<file path="src/rtl/seq_divider_16bit.sv">
// Multi-cycle unsigned restoring divider: one quotient bit per clock, start/done handshake.
// Divide-by-zero completes in one cycle with an all-ones quotient and the dividend as remainder.
module seq_divider_16bit #(
    parameter int unsigned WIDTH = 16,
    parameter int unsigned CNT_W = 5
) (
    input  logic             clk,
    input  logic             rst,
    input  logic             start,
    input  logic [WIDTH-1:0] dividend,
    input  logic [WIDTH-1:0] divisor,
    output logic             busy,
    output logic             done,
    output logic [WIDTH-1:0] quotient,
    output logic [WIDTH-1:0] remainder,
    output logic             div_by_zero
);

    localparam logic [1:0] IDLE = 2'd0;
    localparam logic [1:0] RUN  = 2'd1;
    localparam logic [1:0] DONE = 2'd2;

    logic [1:0]       state_q, state_d;
    logic [CNT_W-1:0] cnt_q, cnt_d;
    logic [WIDTH-1:0] rem_q, rem_d;
    logic [WIDTH-1:0] q_q, q_d;
    logic [WIDTH-1:0] dvs_q, dvs_d;
    logic [WIDTH-1:0] quotient_q, quotient_d;
    logic [WIDTH-1:0] remainder_q, remainder_d;
    logic             dbz_q, dbz_d;
    logic             done_q, done_d;
    logic             busy_q, busy_d;

    // The stored remainder is always < divisor, so WIDTH bits suffice; the shifted
    // partial remainder and the trial difference need the extra bit.
    logic [WIDTH:0]   rem_shift;
    logic [WIDTH:0]   diff;
    logic [WIDTH-1:0] rem_next;
    logic [WIDTH-1:0] q_next;

    always_comb begin
        rem_shift = {rem_q, q_q[WIDTH-1]};
        diff      = rem_shift + ~{1'b0, dvs_q} + {{WIDTH{1'b0}}, 1'b1};
        rem_next  = diff[WIDTH] ? rem_shift[WIDTH-1:0] : diff[WIDTH-1:0];
        q_next    = {q_q[WIDTH-2:0], ~diff[WIDTH]};
    end

    always_comb begin
        state_d     = state_q;
        cnt_d       = cnt_q;
        rem_d       = rem_q;
        q_d         = q_q;
        dvs_d       = dvs_q;
        quotient_d  = quotient_q;
        remainder_d = remainder_q;
        dbz_d       = dbz_q;
        done_d      = 1'b0;
        busy_d      = busy_q;

        case (state_q)
            IDLE: begin
                if (start) begin
                    dvs_d = divisor;
                    q_d   = dividend;
                    if (divisor != '0) begin
                        rem_d   = '0;
                        cnt_d   = '0;
                        busy_d  = 1'b1;
                        state_d = RUN;
                    end else begin
                        quotient_d  = {WIDTH{1'b1}};
                        remainder_d = dividend;
                        dbz_d       = 1'b1;
                        done_d      = 1'b1;
                        state_d     = DONE;
                    end
                end
            end
            RUN: begin
                rem_d = rem_next;
                q_d   = q_next;
                cnt_d = cnt_q + CNT_W'(1);
                if (cnt_q == CNT_W'(WIDTH - 1)) begin
                    quotient_d  = q_next;
                    remainder_d = rem_next;
                    dbz_d       = 1'b0;
                    done_d      = 1'b1;
                    busy_d      = 1'b0;
                    state_d     = DONE;
                end
            end
            DONE: begin
                state_d = IDLE;
            end
            default: begin
                state_d = IDLE;
                busy_d  = 1'b0;
            end
        endcase
    end

    always_ff @(posedge clk or negedge rst) begin
        if (!rst) begin
            state_q     <= IDLE;
            cnt_q       <= '0;
            rem_q       <= '0;
            q_q         <= '0;
            dvs_q       <= '0;
            quotient_q  <= '0;
            remainder_q <= '0;
            dbz_q       <= 1'b0;
            done_q      <= 1'b0;
            busy_q      <= 1'b0;
        end else begin
            state_q     <= state_d;
            cnt_q       <= cnt_d;
            rem_q       <= rem_d;
            q_q         <= q_d;
            dvs_q       <= dvs_d;
            quotient_q  <= quotient_d;
            remainder_q <= remainder_d;
            dbz_q       <= dbz_d;
            done_q      <= done_d;
            busy_q      <= busy_d;
        end
    end

    assign busy        = busy_q;
    assign done        = done_q;
    assign quotient    = quotient_q;
    assign remainder   = remainder_q;
    assign div_by_zero = dbz_q;

endmodule
</file>
<file path="config.mk">
export PLATFORM = sky130hd
export DESIGN_NAME = seq_divider_16bit
export DESIGN_NICKNAME = d
export VERILOG_FILES = /design/src/rtl/seq_divider_16bit.sv
export SDC_FILE = /design/constraint.sdc
export NUM_CORES = 1
export LEC_CHECK = 0
export CAP_MARGIN = 10
export CORE_ASPECT_RATIO = 1.75
export CORE_MARGIN = 1
export CORE_UTILIZATION = 60
export CTS_BUF_LIST = sky130_fd_sc_hd__clkbuf_16
export DETAILED_ROUTE_END_ITERATION = 12
export DONT_BUFFER_PORTS = 1
export PLACE_DENSITY = 0.76
export REMOVE_ABC_BUFFERS = 1
export SLEW_MARGIN = 10
export SYNTH_ARGS = -nofsm -noshare
export SYNTH_HDL_FRONTEND = slang
export SYNTH_SLANG_ARGS = --single-unit
</file>
<file path="constraint.sdc">
create_clock -name clk -period 3.35 [get_ports clk]
set_input_delay 0.67 -clock clk [delete_from_list [all_inputs] [get_ports clk]]
set_output_delay 0.67 -clock clk [all_outputs]
set_load 0.02 [all_outputs]
</file>
==> results of run 1 <==
[repair_timing]
action	4_1_cts	5_1_grt
setup buffers	0	0
resized for setup	0	1
endpoints found under the hold margin	0	0
setup endpoints to repair	0	4
[where the power goes]
part           leakage, µW  total (µW)  switching [µW]  internal (µW)
logic              0.00103        3720            2140           1580
registers          0.00105        2260             645           1620
clock network     0.000145        1000             426            577
[logic make-up after synthesis]
family,count (synthesis),synth area share
AO/OA/AOI/OAI,156,0.2041
XOR/XNOR,17,0.03450
adder cells (fa/ha/maj),19,0.05162
buffers and inverters,55,0.04556
flip-flops,90,0.4741
multiplexers,16,0.03450
AND/OR/NAND/NOR,165,0.1556
[worst max path at each step]
| stage | start | endpoint | slack, ps | cells after the start |
|---|---|---|---|---|
| 6_report | q_q[15] | remainder[14] | 250 | 12 |
| 5_1_grt | q_q[15] | remainder[14] | 30 | 12 |
| 4_1_cts | q_q[15] | remainder[11] | 220 | 12 |
| 3_5_place_dp | q_q[15] | remainder[11] | 280 | 12 |
| 3_3_place_gp | q_q[15] | remainder[11] | 350 | 12 |
| 2_1_floorplan | q_q[15] | rem_q[13] | 420 | 11 |
[registers in the layout, summed over array words and instances (netlist names)]
register,cells
q_q,16
busy,1
rem_q,16
quotient,16
state_q,2
remainder,16
done,1
div_by_zero,1
cnt_q,5
dvs_q,16
[worst max-delay path, stage by stage (launching register included)]
cell,delay [ps]
dfrtp_1,380
inv_1,90
ha_1,180
inv_1,60
fa_1,410
a21o_1,210
a221oi_4,290
o21ai_1,170
a31oi_4,290
xnor2_2,260
buf_4,270
mux2i_1,260
a21oi_1,100
[per-layer routing]
metal  wire [µm]  up-vias
met2        5855      137
met5           0        -
met3         643       32
li1            -     1828
met4         391        0
met1        4461     1885
[cell type report]
cell class	instances	area share
multi-input combinational	373	0.4481
inverter	25	0.01833
clock buffer	9	0.04400
sequential	90	0.4400
timing repair buffer	10	0.01467
clock inverter	7	0.01344
tap	88	0.02151
[per-stage QoR]
stage | instances | setup slack (ps) | hold WS, ps | power [µW]
6_report | 602 | 247.4 | 16.88 | 6985
5_1_grt | 602 | 27.03 | 4.423 | 7511
4_1_cts | 602 | 215.6 | 7.745 | 6914
3_5_place_dp | 586 | 280.9 | 376.0 | 5879
3_3_place_gp | 586 | 353.4 | 376.2 | 5738
2_1_floorplan | 488 | 418.8 | 374.4 | 4993
[cell usage in the layout (no fill, tap or decap), drive strengths merged, types with 11 or more instances in the layout]
cell type	Yosys	layout
a21oi	40	40
dfrtp	90	90
ha	18	18
inv	24	25
mux2i	13	13
nand2	55	55
nand3	11	11
nor2	51	51
nor3	19	19
o21ai	41	41
o22ai	35	35
xnor2	11	11
==> results.tsv, run 1 <==
stage	metric	value	unit
grt	grt.met3_usage	0.05709	
die	start_util	0.6235	
setup_path	ff2ff_path_depth	12	
die	io-pin-count	70	
logic_synthesis	synth_area	4751	µm²
timing	fin_worst_skew	4.111	ps
drt	num_vias	3882	
logic_synthesis	postSynth.asyncResetShare	1.000	
layout	fillers	587	
placed_design	place_area	4813	µm²
grt	busiest_layer	met2	
grt	use_met1	0.3298	
die	die_area	8292	µm²
grt	met2_usage	0.4915	
die	die_h	119.7	µm
grt	grt_start_max_net_pins	91	
clocking	holdBufCountCts	0	
setup_path	worstSetupPathType	register to register	
die	rows	42	
logic_synthesis	synth.most_common_cell	dfrtp_1	
drt	ant_nets	0	
job	drv_cap	0	
layout	drive_gt1_frac	0.06615	
drt	dr.pass1.iters	4	
setup_path	crit_required	3560	ps
pwr	ir_drop	0.7344	mV
logic_synthesis	ys.flop_type	dfrtp_1	
timing	setup_viol	0	
timing	fin_crit_sh	0.9261	
logic_synthesis	syn_avg_cell_area	9.171	µm²
pwr	leakage	0.002223	µW
setup_path	r2r_end	remainder[14]	
drt	initialDrtViolationCount	297	
setup_path	endpoint_kind	register	
timing	tightest_slew	541.2	ps
layout	design_area	5119	µm²
layout	area_growth	7.743	%
setup_path	worstPathArrival	3310	ps
timing	relSlewSlack	0.6388	
timing	hold_viol_final	0	
setup_path	cp-start-kind	register	
drt	viasPerCell	6.449	
logic_synthesis	yosys-top-cells-area	dfrtp_1 (47%), ha_1 (4.7%), o22ai_1 (4.6%), nand2_1 (4.3%), a21oi_1 (4.2%)	
logic_synthesis	synth-seq-cells	90	
timing	fin_tns_setup	0	ps
setup_path	reg2reg_from	q_q[15]	
clocking	clock_latency	340	ps
logic_synthesis	yosys_warnings	0	
layout	diodes	0	
placed_design	port_buffers	0	
clocking	cts_tree	yes	
logic_synthesis	synth_common_cells	dfrtp_1 (90), nand2_1 (55), nor2_1 (51)	
timing	drv_slew	0	
grt	grt_first_pass_wirelength	18850	µm
die	die_x	69.27	µm
grt	antenna_found_initial	0	
drt	wire_per_inst	18.86	µm
layout	utilization	0.6718	
setup_path	r2r_slack	250	ps
setup_path	path_max_fanout	8	
logic_synthesis	synth_top_area_share	0.4741	
clocking	cts_htree_levels	3	
placed_design	gp_congestion	0.9799	
timing	rsz0062_at_grt	no	
placed_design	hpwl	8102	µm
logic_synthesis	synth_top_area_cell	dfrtp_1	
logic_synthesis	synth_edf_count	0	
logic_synthesis	seq_area_frac_synth	0.4741	
clocking	numCtsBuffers	9	
layout	multi_input_area	2293	µm²
clocking	clock-sinks	90	
clocking	clk_path_buf_depth	2	
grt	grt.total_usage	0.2868	
timing	min_period	3103	ps
drt	remaining_drc_errors	0	
clocking	clkTransAtPathRegs	60	ps
hold_path	hp-class	input port to asynchronous set/reset pin	
layout	seq_area	2252	µm²
grt	grt_pass1_vias	3890	
clocking	cts_root_buf	clkbuf_16	
status	outcome	finished clean	
pwr	powerDensity	1365	nW/µm²
timing	fmax	322.3	MHz
logic_synthesis	ys_types	58	
logic_synthesis	netlist_instances	518	
die	core	7620	µm²
grt	gr-total-overflow	0	
layout	nets	563	
drt	wirelength	11350	µm
No activity file was read; power rests on OpenSTA's default activity.
==> run 2: changes to the inputs <==
--- a/config.mk
+++ b/config.mk
@@ -8,11 +8,11 @@
 export CAP_MARGIN = 10
 export CORE_ASPECT_RATIO = 1.75
 export CORE_MARGIN = 1
-export CORE_UTILIZATION = 60
+export CORE_UTILIZATION = 55
 export CTS_BUF_LIST = sky130_fd_sc_hd__clkbuf_16
 export DETAILED_ROUTE_END_ITERATION = 12
 export DONT_BUFFER_PORTS = 1
-export PLACE_DENSITY = 0.76
+export PLACE_DENSITY = 0.7
 export REMOVE_ABC_BUFFERS = 1
 export SLEW_MARGIN = 10
 export SYNTH_ARGS = -nofsm -noshare
==> results.tsv, run 2 (same netlist as run 1, synthesis figures left out) <==
stage	metric	value	unit	change
clocking	numCtsBuffers	9		unchanged
setup_path	reg2reg_from	q_q[15]		
layout	final_common_cell	dfrtp_1		
grt	grt.total_usage	0.2714		-0.01540
die	io-pin-count	70		unchanged
setup_path	worstPathArrival	3330	ps	+20 ps
pwr	leakage	0.002218	µW	-0.19%
die	die_x	72.26	µm	+4.3%
grt	grt_first_pass_wirelength	18980	µm	+0.69%
die	die_h	124.9	µm	+4.4%
drt	viasPerCell	6.122		-5.1%
clocking	post_cts_resized	0		unchanged
setup_path	r2r_slack	230	ps	-20 ps
setup_path	critPathMaxStageDelay	400	ps	about the same
layout	diodes	0		unchanged
drt	ant_nets	0		unchanged
placed_design	gp_congestion	0.9472		-3.3%
drt	dr.pass1.iters	4		unchanged
clocking	cts_htree_levels	3		unchanged
setup_path	cp_common_cell	inv_1		
die	start_util	0.5715		-0.05199
drt	wire_per_inst	18.46	µm	-2.1%
layout	drive_gt1_frac	0.06615		unchanged
clocking	clock-sinks	90		unchanged
timing	relSlewSlack	0.6118		-0.02699
grt	grt_start_max_net_pins	91		unchanged
grt	grt_pass1_vias	3921		+0.80%
timing	fin_crit_sh	0.9323		+0.006131
clocking	cts_setup_buffers	0		unchanged
timing	fin_tns_setup	0	ps	unchanged
timing	timing.hold.ws	16.88	ps	+0.0008000 ps
pwr	combPwrFrac	0.531		about the same
setup_path	endpoint_kind	register		
timing	fin_worst_skew	6.201	ps	+2.090 ps
setup_path	ff2ff_path_depth	12		unchanged
layout	area_growth	8.270	%	
setup_path	crit_chain	inv_1, ha_1, inv_1, fa_1, a21o_1, a221oi_2, o21ai_1, a31oi_4, xnor2_2, buf_6, mux2i_1, o21ai_0		
drt	initialDrtViolationCount	235		-21%
setup_path	critPathLaunch	q_q[15]		
drt	remaining_drc_errors	0		unchanged
die	core	8313	µm²	+9.1%
layout	nets	563		unchanged
die	die_area	9028	µm²	+8.9%
timing	rsz0062_at_grt	no		
timing	tightest_slew	581.7	ps	+40.44 ps
setup_path	cp-start-kind	register		
die	rows	44		+4.8%
grt	antenna_found_initial	0		unchanged
setup_path	r2r_end	remainder[12]		
clocking	holdBufCountCts	0		unchanged
setup_path	cpLargestDelayFamily	compound AO/OA/AOI/OAI gates		
timing	min_period	3123	ps	+20.54 ps
clocking	clk_path_buf_depth	2		unchanged
placed_design	port_buffers	0		unchanged
clocking	clock_latency	340	ps	about the same
pwr	switching_share	0.4585		-0.0004684
placed_design	hpwl	8509	µm	+5.0%
pwr	power.switching	3196	µW	-0.33%
pwr	intPower	3773	µW	-0.14%
setup_path	worstSetupPathType	register to register		
clocking	cts_tree	yes		
setup_path	crit_path_top_delay_cell	fa_1		
clocking	cts_root_buf	clkbuf_16		
job	drv_cap	0		unchanged
pwr	clkPwrFrac	0.144		about the same
pwr	pwr-share-seq	0.325		about the same
grt	gr-total-overflow	0		unchanged
clocking	clkTransAtPathRegs	60	ps	about the same
setup_path	path_max_fanout	8		unchanged
timing	fmax	320.2	MHz	-0.66%
layout	final_cell_mix	dfrtp_1 (90), nand2_1 (55), nor2_1 (51)		
hold_path	hp-class	input port to asynchronous set/reset pin		
timing	drv_slew	0		unchanged
setup_path	worst-path-buf-inv	3		unchanged
setup_path	crit_required	3550	ps	about the same
drt	wirelength	11610	µm	+2.3%
timing	hold_viol_final	0		unchanged
pwr	ir_drop	0.6367	mV	-13%
pwr	powerDensity	1355	nW/µm²	-0.71%
drt	num_vias	3851		-0.80%
status	outcome	finished clean		
timing	setup_viol	0		unchanged
==> run 2: layout make-up <==
| cell class | count | area [µm²] |
|---|---|---|
| Sequential cell | 90 | 2252 |
| Timing Repair Buffer | 10 | 78.83 |
| Fill cell | 714 | 3169 |
| Tap cell | 115 | 143.9 |
| Clock inverter | 7 | 67.56 |
| Clock buffer | 9 | 225.2 |
| Multi-Input combinational cell | 373 | 2282 |
| Inverter | 25 | 93.84 |
==> run 2: worst max path at each step <==
| stage | to | slack [ps] | cells past startpoint |
|---|---|---|---|
| floorplan | rem_q[13] | 420 | 11 |
| global placement | remainder[11] | 350 | 12 |
| detailed placement | rem_q[12] | 190 | 12 |
| CTS | remainder[12] | 180 | 12 |
| global route | remainder[14] | 30 | 12 |
| finish | remainder[12] | 230 | 12 |
==> run 2: layer usage <==
metal | routed length [µm] | GRT usage | part of all wire | vias up
li1 | - | - | - | 1830
met1 | 4472 | 0.3131 | 0.39 | 1855
met2 | 6010 | 0.4612 | 0.52 | 140
met3 | 723 | 0.05802 | 0.062 | 26
met4 | 404 | 0.1419 | 0.035 | 0
met5 | 0 | 0 | 0 | -
==> run 2: worst register-to-register path, delay by kind of cell (launching register included) <==
family	cells	cell delay (ps)
AOI/OAI and AO/OA	5	1110
adders and majority gates	2	580
buffers and inverters	3	380
muxes	1	270
DFF	1	380
xor gates and xnor gates	1	270
==> run 2: through the flow <==
stage	std cells	setup WS (ps)	utilization	instance area [µm²]	power [µW]
2_1_floorplan	488	418.8	-	4628	4993
3_3_place_gp	613	349.7	0.5831	4847	5771
3_5_place_dp	613	188.0	0.5831	4847	5928
4_1_cts	629	175.2	0.6183	5140	6950
5_1_grt	629	26.53	0.6188	5144	7485
6_report	629	226.9	0.6188	5144	6969
==> run 2: power groups by stage <==
stage / sequential (µW) / clock (µW) / combinational [µW]
floorplan: 2150 / 0 / 2850
global placement: 2260 / 0 / 3510
detailed placement: 2280 / 0 / 3650
CTS: 2260 / 1020 / 3670
global route: 2320 / 1060 / 4110
finish: 2260 / 1000 / 3700
